## src/rtl/mem_access_unit_if.sv

```systemverilog
// mem_access_unit_if: word-wide variable-latency memory port.
//   mem_req   master->slave  request, held until acknowledged
//   mem_we    master->slave  write strobe
//   mem_addr  master->slave  word address
//   mem_be    master->slave  byte enables, bit i selects lane i
//   mem_wdata master->slave  lane-replicated store data
//   mem_rdata slave->master  read data, valid with mem_ack
//   mem_ack   slave->master  acknowledge
interface mem_access_unit_if;
    logic        mem_req;
    logic        mem_we;
    logic [31:0] mem_addr;
    logic [3:0]  mem_be;
    logic [31:0] mem_wdata;
    logic [31:0] mem_rdata;
    logic        mem_ack;
    modport master (output mem_req, mem_we, mem_addr, mem_be, mem_wdata, input mem_rdata, mem_ack);
    modport slave  (input mem_req, mem_we, mem_addr, mem_be, mem_wdata, output mem_rdata, mem_ack);
endinterface

```

## src/rtl/mem_access_unit.sv

```systemverilog
// mem_access_unit: multi-cycle load/store controller feeding the memory data register.
//   clk, rst_n       clock, asynchronous active-low reset
//   i_req            access request, sampled only in IDLE
//   i_we             1 = store, 0 = load
//   i_size           00 byte, 01 half, 10 word, 11 reserved
//   i_sign_ext       load extension select
//   i_addr, i_wdata  byte address, right-justified store data
//   o_busy           state is not IDLE
//   o_done           one-cycle completion pulse
//   o_rdata          aligned, extended load result
//   o_misalign       with done: misaligned access or reserved size
//   o_bus_err        with done: memory timeout
//   bus              memory port (master side)
module mem_access_unit #(
    parameter int TIMEOUT = 16
) (
    input  logic        clk,
    input  logic        rst_n,
    input  logic        i_req,
    input  logic        i_we,
    input  logic [1:0]  i_size,
    input  logic        i_sign_ext,
    input  logic [31:0] i_addr,
    input  logic [31:0] i_wdata,
    output logic        o_busy,
    output logic        o_done,
    output logic [31:0] o_rdata,
    output logic        o_misalign,
    output logic        o_bus_err,
    mem_access_unit_if.master bus
);
    typedef enum logic [1:0] {S_IDLE, S_ACCESS, S_DONE} state_t;

    state_t      r_state, w_state_nxt;
    logic [7:0]  r_wait;
    logic        r_we, r_sx;
    logic [1:0]  r_size, r_alo;
    logic        r_busy, r_done, r_misalign, r_bus_err, r_mem_req, r_mem_we;
    logic [31:0] r_rdata, r_mem_addr, r_mem_wdata;
    logic [3:0]  r_mem_be;
    logic        w_start, w_mis, w_ack, w_tmo;
    logic [3:0]  w_be;
    logic [31:0] w_wdata, w_load;
    logic [15:0] w_half;
    logic [7:0]  w_byte;

    always_comb begin
        w_start = (r_state == S_IDLE) && i_req;
        w_mis   = (i_size == 2'b11) || (i_size == 2'b01 && i_addr[0]) || (i_size == 2'b10 && |i_addr[1:0]);
        w_be    = i_size == 2'b00 ? 4'b0001 << i_addr[1:0] :
                  i_size == 2'b01 ? (i_addr[1] ? 4'b1100 : 4'b0011) : 4'b1111;
        w_wdata = i_size == 2'b00 ? {4{i_wdata[7:0]}} :
                  i_size == 2'b01 ? {2{i_wdata[15:0]}} : i_wdata;
        w_ack   = (r_state == S_ACCESS) && bus.mem_ack;
        // Counter has already seen TIMEOUT-1 unacknowledged cycles: this is the last one.
        w_tmo   = (r_state == S_ACCESS) && !bus.mem_ack && (r_wait == 8'(TIMEOUT - 1));
        w_half  = r_alo[1] ? bus.mem_rdata[31:16] : bus.mem_rdata[15:0];
        w_byte  = r_alo[0] ? w_half[15:8] : w_half[7:0];
        w_load  = r_size == 2'b00 ? {{24{r_sx & w_byte[7]}}, w_byte} :
                  r_size == 2'b01 ? {{16{r_sx & w_half[15]}}, w_half} : bus.mem_rdata;
        w_state_nxt = r_state;
        case (r_state)
            S_IDLE:   w_state_nxt = i_req ? (w_mis ? S_DONE : S_ACCESS) : S_IDLE;
            S_ACCESS: w_state_nxt = (w_ack || w_tmo) ? S_DONE : S_ACCESS;
            default:  w_state_nxt = S_IDLE;
        endcase
    end

    always_ff @(posedge clk or negedge rst_n) begin
        if (!rst_n) begin
            r_state     <= S_IDLE;
            r_wait      <= '0;
            r_we        <= 1'b0;
            r_sx        <= 1'b0;
            r_size      <= '0;
            r_alo       <= '0;
            r_busy      <= 1'b0;
            r_done      <= 1'b0;
            r_misalign  <= 1'b0;
            r_bus_err   <= 1'b0;
            r_mem_req   <= 1'b0;
            r_mem_we    <= 1'b0;
            r_rdata     <= '0;
            r_mem_addr  <= '0;
            r_mem_wdata <= '0;
            r_mem_be    <= '0;
        end else begin
            r_state    <= w_state_nxt;
            r_busy     <= w_state_nxt != S_IDLE;
            r_done     <= w_state_nxt == S_DONE;
            r_mem_req  <= w_state_nxt == S_ACCESS;
            r_mem_we   <= (w_state_nxt == S_ACCESS) && (w_start ? i_we : r_we);
            r_misalign <= w_start && w_mis;
            r_bus_err  <= w_tmo;
            r_wait     <= (r_state == S_ACCESS && !bus.mem_ack) ? r_wait + 8'd1 : 8'd0;
            if (w_start) begin
                r_we        <= i_we;
                r_sx        <= i_sign_ext;
                r_size      <= i_size;
                r_alo       <= i_addr[1:0];
                r_mem_addr  <= {i_addr[31:2], 2'b00};
                r_mem_be    <= w_be;
                r_mem_wdata <= w_wdata;
            end
            if (w_ack && !r_we)
                r_rdata <= w_load;
        end
    end

    assign o_busy        = r_busy;
    assign o_done        = r_done;
    assign o_rdata       = r_rdata;
    assign o_misalign    = r_misalign;
    assign o_bus_err     = r_bus_err;
    assign bus.mem_req   = r_mem_req;
    assign bus.mem_we    = r_mem_we;
    assign bus.mem_addr  = r_mem_addr;
    assign bus.mem_be    = r_mem_be;
    assign bus.mem_wdata = r_mem_wdata;
endmodule

```

## src/flat_wrapper.sv

```systemverilog
// flat-port wrapper written by rule: the top's interface ports become plain ports
module mem_access_unit_flat 
#(
    parameter int TIMEOUT = 16
)
  (clk, rst_n, i_req, i_we, i_size, i_sign_ext, i_addr, i_wdata, o_busy, o_done, o_rdata, o_misalign, o_bus_err, bus_mem_req, bus_mem_we, bus_mem_addr, bus_mem_be, bus_mem_wdata, bus_mem_rdata, bus_mem_ack);
  mem_access_unit_if bus_i ();
  input  logic clk;
  input  logic rst_n;
  input  logic i_req;
  input  logic i_we;
  input  logic [1:0] i_size;
  input  logic i_sign_ext;
  input  logic [31:0] i_addr;
  input  logic [31:0] i_wdata;
  output logic o_busy;
  output logic o_done;
  output logic [31:0] o_rdata;
  output logic o_misalign;
  output logic o_bus_err;
  output wire logic [$bits(bus_i.mem_req)-1:0] bus_mem_req;
  output wire logic [$bits(bus_i.mem_we)-1:0] bus_mem_we;
  output wire logic [$bits(bus_i.mem_addr)-1:0] bus_mem_addr;
  output wire logic [$bits(bus_i.mem_be)-1:0] bus_mem_be;
  output wire logic [$bits(bus_i.mem_wdata)-1:0] bus_mem_wdata;
  input wire logic [$bits(bus_i.mem_rdata)-1:0] bus_mem_rdata;
  input wire logic [$bits(bus_i.mem_ack)-1:0] bus_mem_ack;
  assign bus_mem_req = bus_i.mem_req;
  assign bus_mem_we = bus_i.mem_we;
  assign bus_mem_addr = bus_i.mem_addr;
  assign bus_mem_be = bus_i.mem_be;
  assign bus_mem_wdata = bus_i.mem_wdata;
  assign bus_i.mem_rdata = bus_mem_rdata;
  assign bus_i.mem_ack = bus_mem_ack;
  mem_access_unit #(.TIMEOUT(TIMEOUT)) u_core (.clk(clk), .rst_n(rst_n), .i_req(i_req), .i_we(i_we), .i_size(i_size), .i_sign_ext(i_sign_ext), .i_addr(i_addr), .i_wdata(i_wdata), .o_busy(o_busy), .o_done(o_done), .o_rdata(o_rdata), .o_misalign(o_misalign), .o_bus_err(o_bus_err), .bus(bus_i));
endmodule
```

## config.mk

```make
export PLATFORM = sky130hd
export DESIGN_NAME = mem_access_unit_flat
export DESIGN_NICKNAME = d
export VERILOG_FILES = /design/src/rtl/mem_access_unit_if.sv /design/src/rtl/mem_access_unit.sv /design/src/flat_wrapper.sv
export SDC_FILE = /design/constraint.sdc
export NUM_CORES = 1
export LEC_CHECK = 0
export BUFFER_PORTS_ARGS = -buffer_cell sky130_fd_sc_hd__buf_2
export CAP_MARGIN = 25
export CORE_ASPECT_RATIO = 1.1
export CORE_MARGIN = 2
export CORE_UTILIZATION = 45
export CTS_CLUSTER_SIZE = 40
export DETAILED_ROUTE_END_ITERATION = 10
export MAX_ROUTING_LAYER = met4
export PLACE_DENSITY = 0.8
export SETUP_SLACK_MARGIN = 0.5
export SLEW_MARGIN = 10
export SYNTH_ARGS = -nofsm -noshare
export SYNTH_HDL_FRONTEND = slang
export SYNTH_SLANG_ARGS = --single-unit
```

## constraint.sdc

```tcl
create_clock -name clk -period 3.4 [get_ports clk]
set_clock_uncertainty 0.15 [all_clocks]
set_input_delay 0.34 -clock clk [delete_from_list [all_inputs] [get_ports clk]]
set_output_delay 0.34 -clock clk [all_outputs]
set_load 0.02 [all_outputs]
```

==> results of run 1 <==
metal layers:
| metal | routed length (um) | global-route usage [%] | vias to the layer above |
|---|---|---|---|
| met2 | 7570 | 39.2 | 210 |
| met3 | 992 | 5.61 | 47 |
| li1 | - | - | 2452 |
| met5 | 0 | - | - |
| met1 | 6220 | 29.6 | 2425 |
| met4 | 530 | 12.7 | 0 |
power breakdown:
group | switching, W | internal (W)
Clock | 0.000618 | 0.00132
Combinational | 0.00132 | 0.000768
Sequential | 0.000326 | 0.00190
state kept, by name (all words and copies together), names as in the netlist:
signal and flops:
u_core.o_busy 1, u_core.o_misalign 1, u_core.bus.mem_req 1, u_core.r_wait 8, u_core.bus.mem_wdata 32, u_core.r_we 1
u_core.o_done 1, u_core.bus.mem_addr 30, u_core.r_sx 1, u_core.o_rdata 32, u_core.o_bus_err 1, u_core.bus.mem_be 4
u_core.r_alo 2, u_core.r_size 2, u_core.bus.mem_we 1, u_core.r_state 2
worst max-delay path, stage by stage (launching register included):
cell      delay, ps
dfrtp_1         590
nor2b_1         640
nand2b_1        300
o221a_2         320
o21ai_2         100
stage by stage:
step / area, um2 / setup WS [ps] / hold WS (ps) / utilization [%]
after floorplan: 5530 / 1790 / -106 / -
after global placement: 6630 / 1090 / 300 / 55.1
after detailed placement: 6640 / 1230 / 301 / 55.2
after CTS: 7600 / 1230 / 8.48 / 63.2
after global routing: 7630 / 1030 / 30.0 / 63.4
final: 7630 / 1240 / 32.0 / 63.4
logic make-up after synthesis:
family | synth area share, %
multiplexers | 6.77
other | 0.0679
flip-flops | 54.3
buffers and inverters | 4.08
XOR/XNOR | 0.634
AND/OR/NAND/NOR | 24.2
AO/OA/AOI/OAI | 9.71
adder cells (fa/ha/maj) | 0.226
path summary, 6_finish.rpt:
check	from	to	slack (ps)	depth (start not counted)
worst max-delay path	u_core.r_size[0]	u_core.o_rdata[6]	1240	4
worst min-delay path	i_wdata[5]	u_core.bus.mem_wdata[5]	30	3
worst max register to register	u_core.r_size[0]	u_core.o_rdata[6]	1240	4
worst min register to register	u_core.r_wait[0]	u_core.r_wait[0]	300	1
max in group asynchronous	rst_n	u_core.bus.mem_wdata[0]	2320	3
min in group asynchronous	rst_n	u_core.bus.mem_addr[20]	200	2
layout by cell type (no fill, tap or decap), types with 3 or more instances in the layout:
cell | netlist | final
nand2_1 | 178 | 177
a21oi_1 | 37 | 37
o21bai_1 | 3 | 3
dfrtp_1 | 120 | 120
clkbuf_16 | 0 | 17
nand3b_1 | 7 | 7
nor2b_1 | 10 | 10
o21ai_2 | 4 | 4
clkbuf_8 | 0 | 5
o21ai_1 | 4 | 4
buf_4 | 6 | 6
clkinv_2 | 0 | 4
mux2i_1 | 34 | 34
a31oi_1 | 4 | 4
nor3_1 | 4 | 4
bufinv_16 | 0 | 4
o21ai_0 | 15 | 15
dlygate4sd3_1 | 0 | 32
nand2b_1 | 3 | 3
o221a_2 | 7 | 7
buf_2 | 21 | 206
a41oi_1 | 7 | 7
nand3_1 | 42 | 42
nor2_1 | 49 | 49
cell type report:
| type | count | share of cell area [%] |
|---|---|---|
| Sequential cell | 120 | 39.3 |
| Multi-Input combinational cell | 433 | 30.2 |
| Clock inverter | 8 | 1.84 |
| Tap cell | 154 | 2.52 |
| Timing Repair Buffer | 248 | 19.4 |
| Antenna cell | 1 | 0.0328 |
| Inverter | 2 | 0.0983 |
| Clock buffer | 24 | 6.57 |
==> run summary, run 1 <==
TritonCTS built the clock tree. The area growth from synthesis to layout is 38.2%. By startpoint and endpoint, the worst setup path is classified as reg2reg. The via count of the first global-routing pass was 5,046. Setup repair after global routing left no endpoint under its margin. Headroom to the max-slew limit came out at 49.8%. Synthesis produced 595 cells. dfrtp_1 takes more of the synthesized area than any other cell. For this run, the number of Yosys warnings is 0.

Class of the tightest hold or removal check: in2reg. The cell sitting at the root of the clock tree is a clkbuf_16. The floorplan step defined a core boundary enclosing 12,000 um2.

In this run, synthesis inferred 0 flip-flops with an integrated enable. The run gives 1 as the number of antenna violations at the first check in global routing. Data arrives at the worst endpoint at 2350 ps. The worst setup path is launched from a flop. The worst setup path is captured at a flop.

The netlist uses 42 different library cells. In this run the worst path has a maximum fanout of 20. The global placer's final weighted congestion came out at 0.932. The die is 120 um tall. The tools report the number of buffers inserted by hold repair at cts as 32. Counting instances in the post-synthesis netlist gives the leading cell types as nand2_1, dfrtp_1, nor2_1. The H-tree depth was 4; the number of port buffers was 207.

The filler cells instantiated in the layout total 1,009. Number of remaining DRC errors: 0. For the total global-route track usage, the log shows 24.8%.

At the end of the flow, the number of nets in the layout was 927. Clock-pin slew was measured on the worst setup and hold paths at 50 ps. Post-route minimum period: 2160 ps. The total negative setup slack is 0 ps, and the area used by sequential logic in the layout is 3000 um2. The first global-routing pass estimated 24.2 mm of wire.

In this run the mean area of a mapped cell was 9.29 um2. In the finished design, the share of the clock period the worst path needs comes to 63.6%. In the routed layout, each cell is associated on average with a via count of 5.19.

In this run, synthesis produced a sequential element count of 120. The run gives 54.3% as the share of the yosys chip area belonging to registers. The tools report the post-CTS setup buffer count as 0.

Ranked by total cell area, the synthesized netlist is headed by dfrtp_1, nand2_1, mux2i_1. In this run the static leakage power is 3.93 nW. The number of max-slew violations in the final report was 0.

The remaining global-route overflow came out at 0. Once layout is complete, the cells apart from fillers number 990. At the pin with the least slew margin, the transition time is 753 ps. The run gives 0 as the number of hold-slack violations in the final timing report. The tools report the post-DP HPWL as 10.3 mm. The flow ran to the end, and the final reports show no timing, DRC or antenna violations. The share of cells above drive strength 1 is 32.1%, and the share of flip-flops with an asynchronous set or reset is 100%.

In this run the horizontal extent of the chip is 110 um. The tools report the worst-skew pair later-pin latency as 410 ps. For this configuration, the core starts out at a cell density of 45.9%. The count of nets left with antenna violations after detail routing came out at 0. In the final routed layout, each cell accounts on average for 15.5 um. The logs give 120 for the clock sink total and 13,200 um2 for the overall die area.

The design draws 0.00625 W. Setup violations remaining at the end of the flow were counted as 0. The first TritonRoute pass finished after 5 iterations.

Largest net degree at the start of global routing: 84. Counting the buffers created by CTS gives 17. The tools report the violation count after the first detailed-routing iteration as 328. The cell area power density was 819 nW/um2; the number of standard-cell rows in the floorplan was 42. The predominant post-synthesis flop cell was dfrtp_1. Max-cap violations in this run came to 0.

The tools report the overall via count from detail_route as 5,134. Based on the critical path, the design can be clocked at up to 0.462 GHz. The sum of routed wire length over all layers came out at 15.3 mm. In this run the deepest clock path goes through 2 buffers. The logs give 924 for the placed cell count and 0 for the number of gates resized after CTS.

The dominant cell by count in the synthesized netlist is nand2_1. In this run the count of I/O pins placed on the die edge is 210. Summed over its instances, the top area cell type makes up 54.3% of the synthesized netlist area.

Summing every instance area after synthesis gives 5530 um2. The data required time at the worst endpoint was 3590 ps. The worst-case IR drop observed on VDD is 495 uV.

The multi-input combinational cells in the finished layout cover a total of 2310 um2.
Power figures use the tool's default switching activity.
==> inputs of run 2 (changes only) <==
==> constraint.sdc (replaced) <==
create_clock -name clk -period 2.1 [get_ports clk]
set_clock_uncertainty 0.15 [all_clocks]
set_input_delay 0.21 -clock clk [delete_from_list [all_inputs] [get_ports clk]]
set_output_delay 0.21 -clock clk [all_outputs]
set_load 0.02 [all_outputs]
==> run 2 against run 1 <==
Effect of this change: clock power rose by 59%; sequential share of layout area is 5.6 points lower; global-route usage rose by 3.1 points; register-to-register slack got worse by 830 ps; final cell count increased by 9.6%; power grew 73%; combinational power is 100% higher; critical path type unchanged; critical endpoint is now u_core.bus.mem_addr[29].
==> run summary, run 2 (same netlist as run 1, synthesis figures left out) <==
The via density per instance was 5.47. The run gives 0 as the number of antenna violations at the first check in global routing. The logs give 4.54 nW for the leakage dissipation and 4 for the H-tree depth. The overall via count from detail_route came out at 5,937. The number of standard-cell rows in the floorplan is 42.

Setup repair after global routing could not meet its margin everywhere. The wire-length estimate of the detail-placed layout is 10.7 mm. The via count of the first global-routing pass is 5,721. Clock tree synthesis inserted a total of 17 buffers. TritonCTS built the clock tree.

The horizontal die dimension works out to 110 um. The tree is rooted in a clkbuf_16. The clock period could shrink to 1700 ps. Setup slack on the worst reg-to-reg path comes out at 400 ps. Compared with the post-synthesis result, the final layout area differs by 61.3%. The final core utilization came out at 74.1%. The startpoint identified for the worst hold timing path is i_wdata[14]. Clock-pin slew was measured on the worst setup and hold paths at 60 ps.

The core region is 12,000 um2. Counting every sink on the clock net gives 120. The library cells used most frequently in the layout, excluding fill and tap cells, are buf_2, nand2_1, dfrtp_1.

The number of antenna diodes in the final layout is 0. The share of cells above drive strength 1 is 36.9%, and the die height is 120 um. The first detailed-routing pass took 5 iterations.

210 I/O pins were placed. For this configuration, the core starts out at a cell density of 45.9%. Data on the critical path is required at its endpoint by 2250 ps. Global routing used 27.9% of the available tracks across all layers. The endpoint of the worst register-to-register path was u_core.bus.mem_addr[29]. Number of port buffers: 207. The tools report the startpoint type of the worst setup path as a flop. Once detail routing completed, the nets flagged for antenna violations numbered 0. The terminating pin of the worst hold path was u_core.bus.mem_wdata[14]. The critical register-to-register path startpoint was u_core.r_state[1].

Of the available clock period, the critical path in the final layout requires 80.7%. Across the VDD grid, the largest voltage drop is 770 uV. Fill cells in the final layout number 793. The logs give 0 for the number of hold-slack violations in the final timing report and 1850 ps for the arrival time of data at the critical path endpoint. The tightest min-delay check is of the in2reg type. For this run, design rule violations remaining after detail routing come to 0. Clock latency on the worst-skew pair, taken at its later pin, is 410 ps.

Leaving out fill and tap cells, the most frequent cell in the layout is buf_2. The largest fanout on the critical path came out at 7. The run finished with clean final reports.

Power spread over the standard cell area amounts to 1220 nW/um2. The critical path is of the reg2reg type. The tool flagged a number of max-cap violations equal to 0.

After detailed routing, the average wire length per cell comes to 18.3 um. After detailed routing, the total wire length is 19.8 mm. The tools report the maximum clock insertion buffer count as 2. The depth of the worst register-to-register path came out at 8. The floorplan step defined a die boundary enclosing 13,200 um2.

Setup violations remaining at the end of the flow were counted as 0. For the largest net degree at the start of global routing, the log shows 62. For the final routed database, the setup TNS stands at 0 ps. The worst setup path is captured at a flop. Static timing analysis puts the maximum clock frequency at 0.590 GHz. The violation count after the first detailed-routing iteration is 388, and the number of max-slew violations in the final report is 0. The run gives 27.5 mm as the global-route wire length before repair. After the last flow step, the layout net total stands at 1,023.

The global placer's final weighted congestion is 0.916, and the cell depth of the worst min-delay path is 3. Remaining global-route overflow: 0.
run 2: layout make-up:
type                            count  area (um2)  area share [%]
Clock buffer                       18         429            4.81
Clock inverter                     14         200            2.25
Inverter                            2        7.51          0.0842
Multi-Input combinational cell    433        2530            28.4
Sequential cell                   120        3000            33.7
Tap cell                          154         193            2.16
Timing Repair Buffer              344        2550            28.6
run 2: how the worst max path moves through the flow:
stage | to | from | slack (ps) | depth (start not counted)
after floorplan | u_core.o_rdata[10] | u_core.r_state[1] | 490 | 5
after global placement | u_core.o_rdata[7] | u_core.r_state[1] | 360 | 4
after detailed placement | u_core.o_rdata[7] | u_core.r_state[1] | 310 | 4
after CTS | u_core.o_rdata[12] | u_core.r_state[1] | 440 | 5
after global routing | u_core.bus.mem_addr[12] | u_core.r_state[1] | 360 | 8
final | u_core.bus.mem_addr[29] | u_core.r_state[1] | 400 | 8
run 2: stage by stage:
| step | hold WS (ps) | power (W) | area [um2] | std cells | worst slack, ps |
|---|---|---|---|---|---|
| after global placement | 45.9 | 0.00695 | 6740 | 935 | 360 |
| after CTS | 0.830 | 0.0104 | 8490 | 1067 | 438 |
| after floorplan | -236 | 0.00573 | 5530 | 596 | 486 |
| after global routing | 32.5 | 0.0114 | 8910 | 1085 | 356 |
| final | 11.4 | 0.0108 | 8910 | 1085 | 404 |
| after detailed placement | 52.7 | 0.00704 | 6740 | 935 | 312 |
run 2: layer usage:
layer / GRT usage (%) / routed length [um]
met3: 6.85 / 1590
met5: - / 0
met4: 14.8 / 913
met2: 44.0 / 9820
met1: 32.9 / 7520
run 2: timing repair:
| action | in CTS | in global routing |
|---|---|---|
| hold endpoints to repair | 122 | 0 |
| buffers inserted | 10 | 7 |
| endpoints found under the setup margin | 34 | 104 |
| gates cloned | 1 | 11 |
| gates resized for setup | 20 | 43 |
| pin swaps | 2 | 4 |
| hold buffers | 89 | 0 |
run 2: worst max-delay path, cell delays in order (launching register included):
cell and delay [ps]:
dfrtp_1 380, buf_4 150, buf_4 130, nor2_1 190, nand2_4 150, buf_4 170, buf_6 130, nand2_1 70
nand2_1 50
run 2: power by group:
part | switching [W] | internal [W]
clock | 0.00109 | 0.00199
sequential | 0.000461 | 0.00307
combinational | 0.00256 | 0.00166
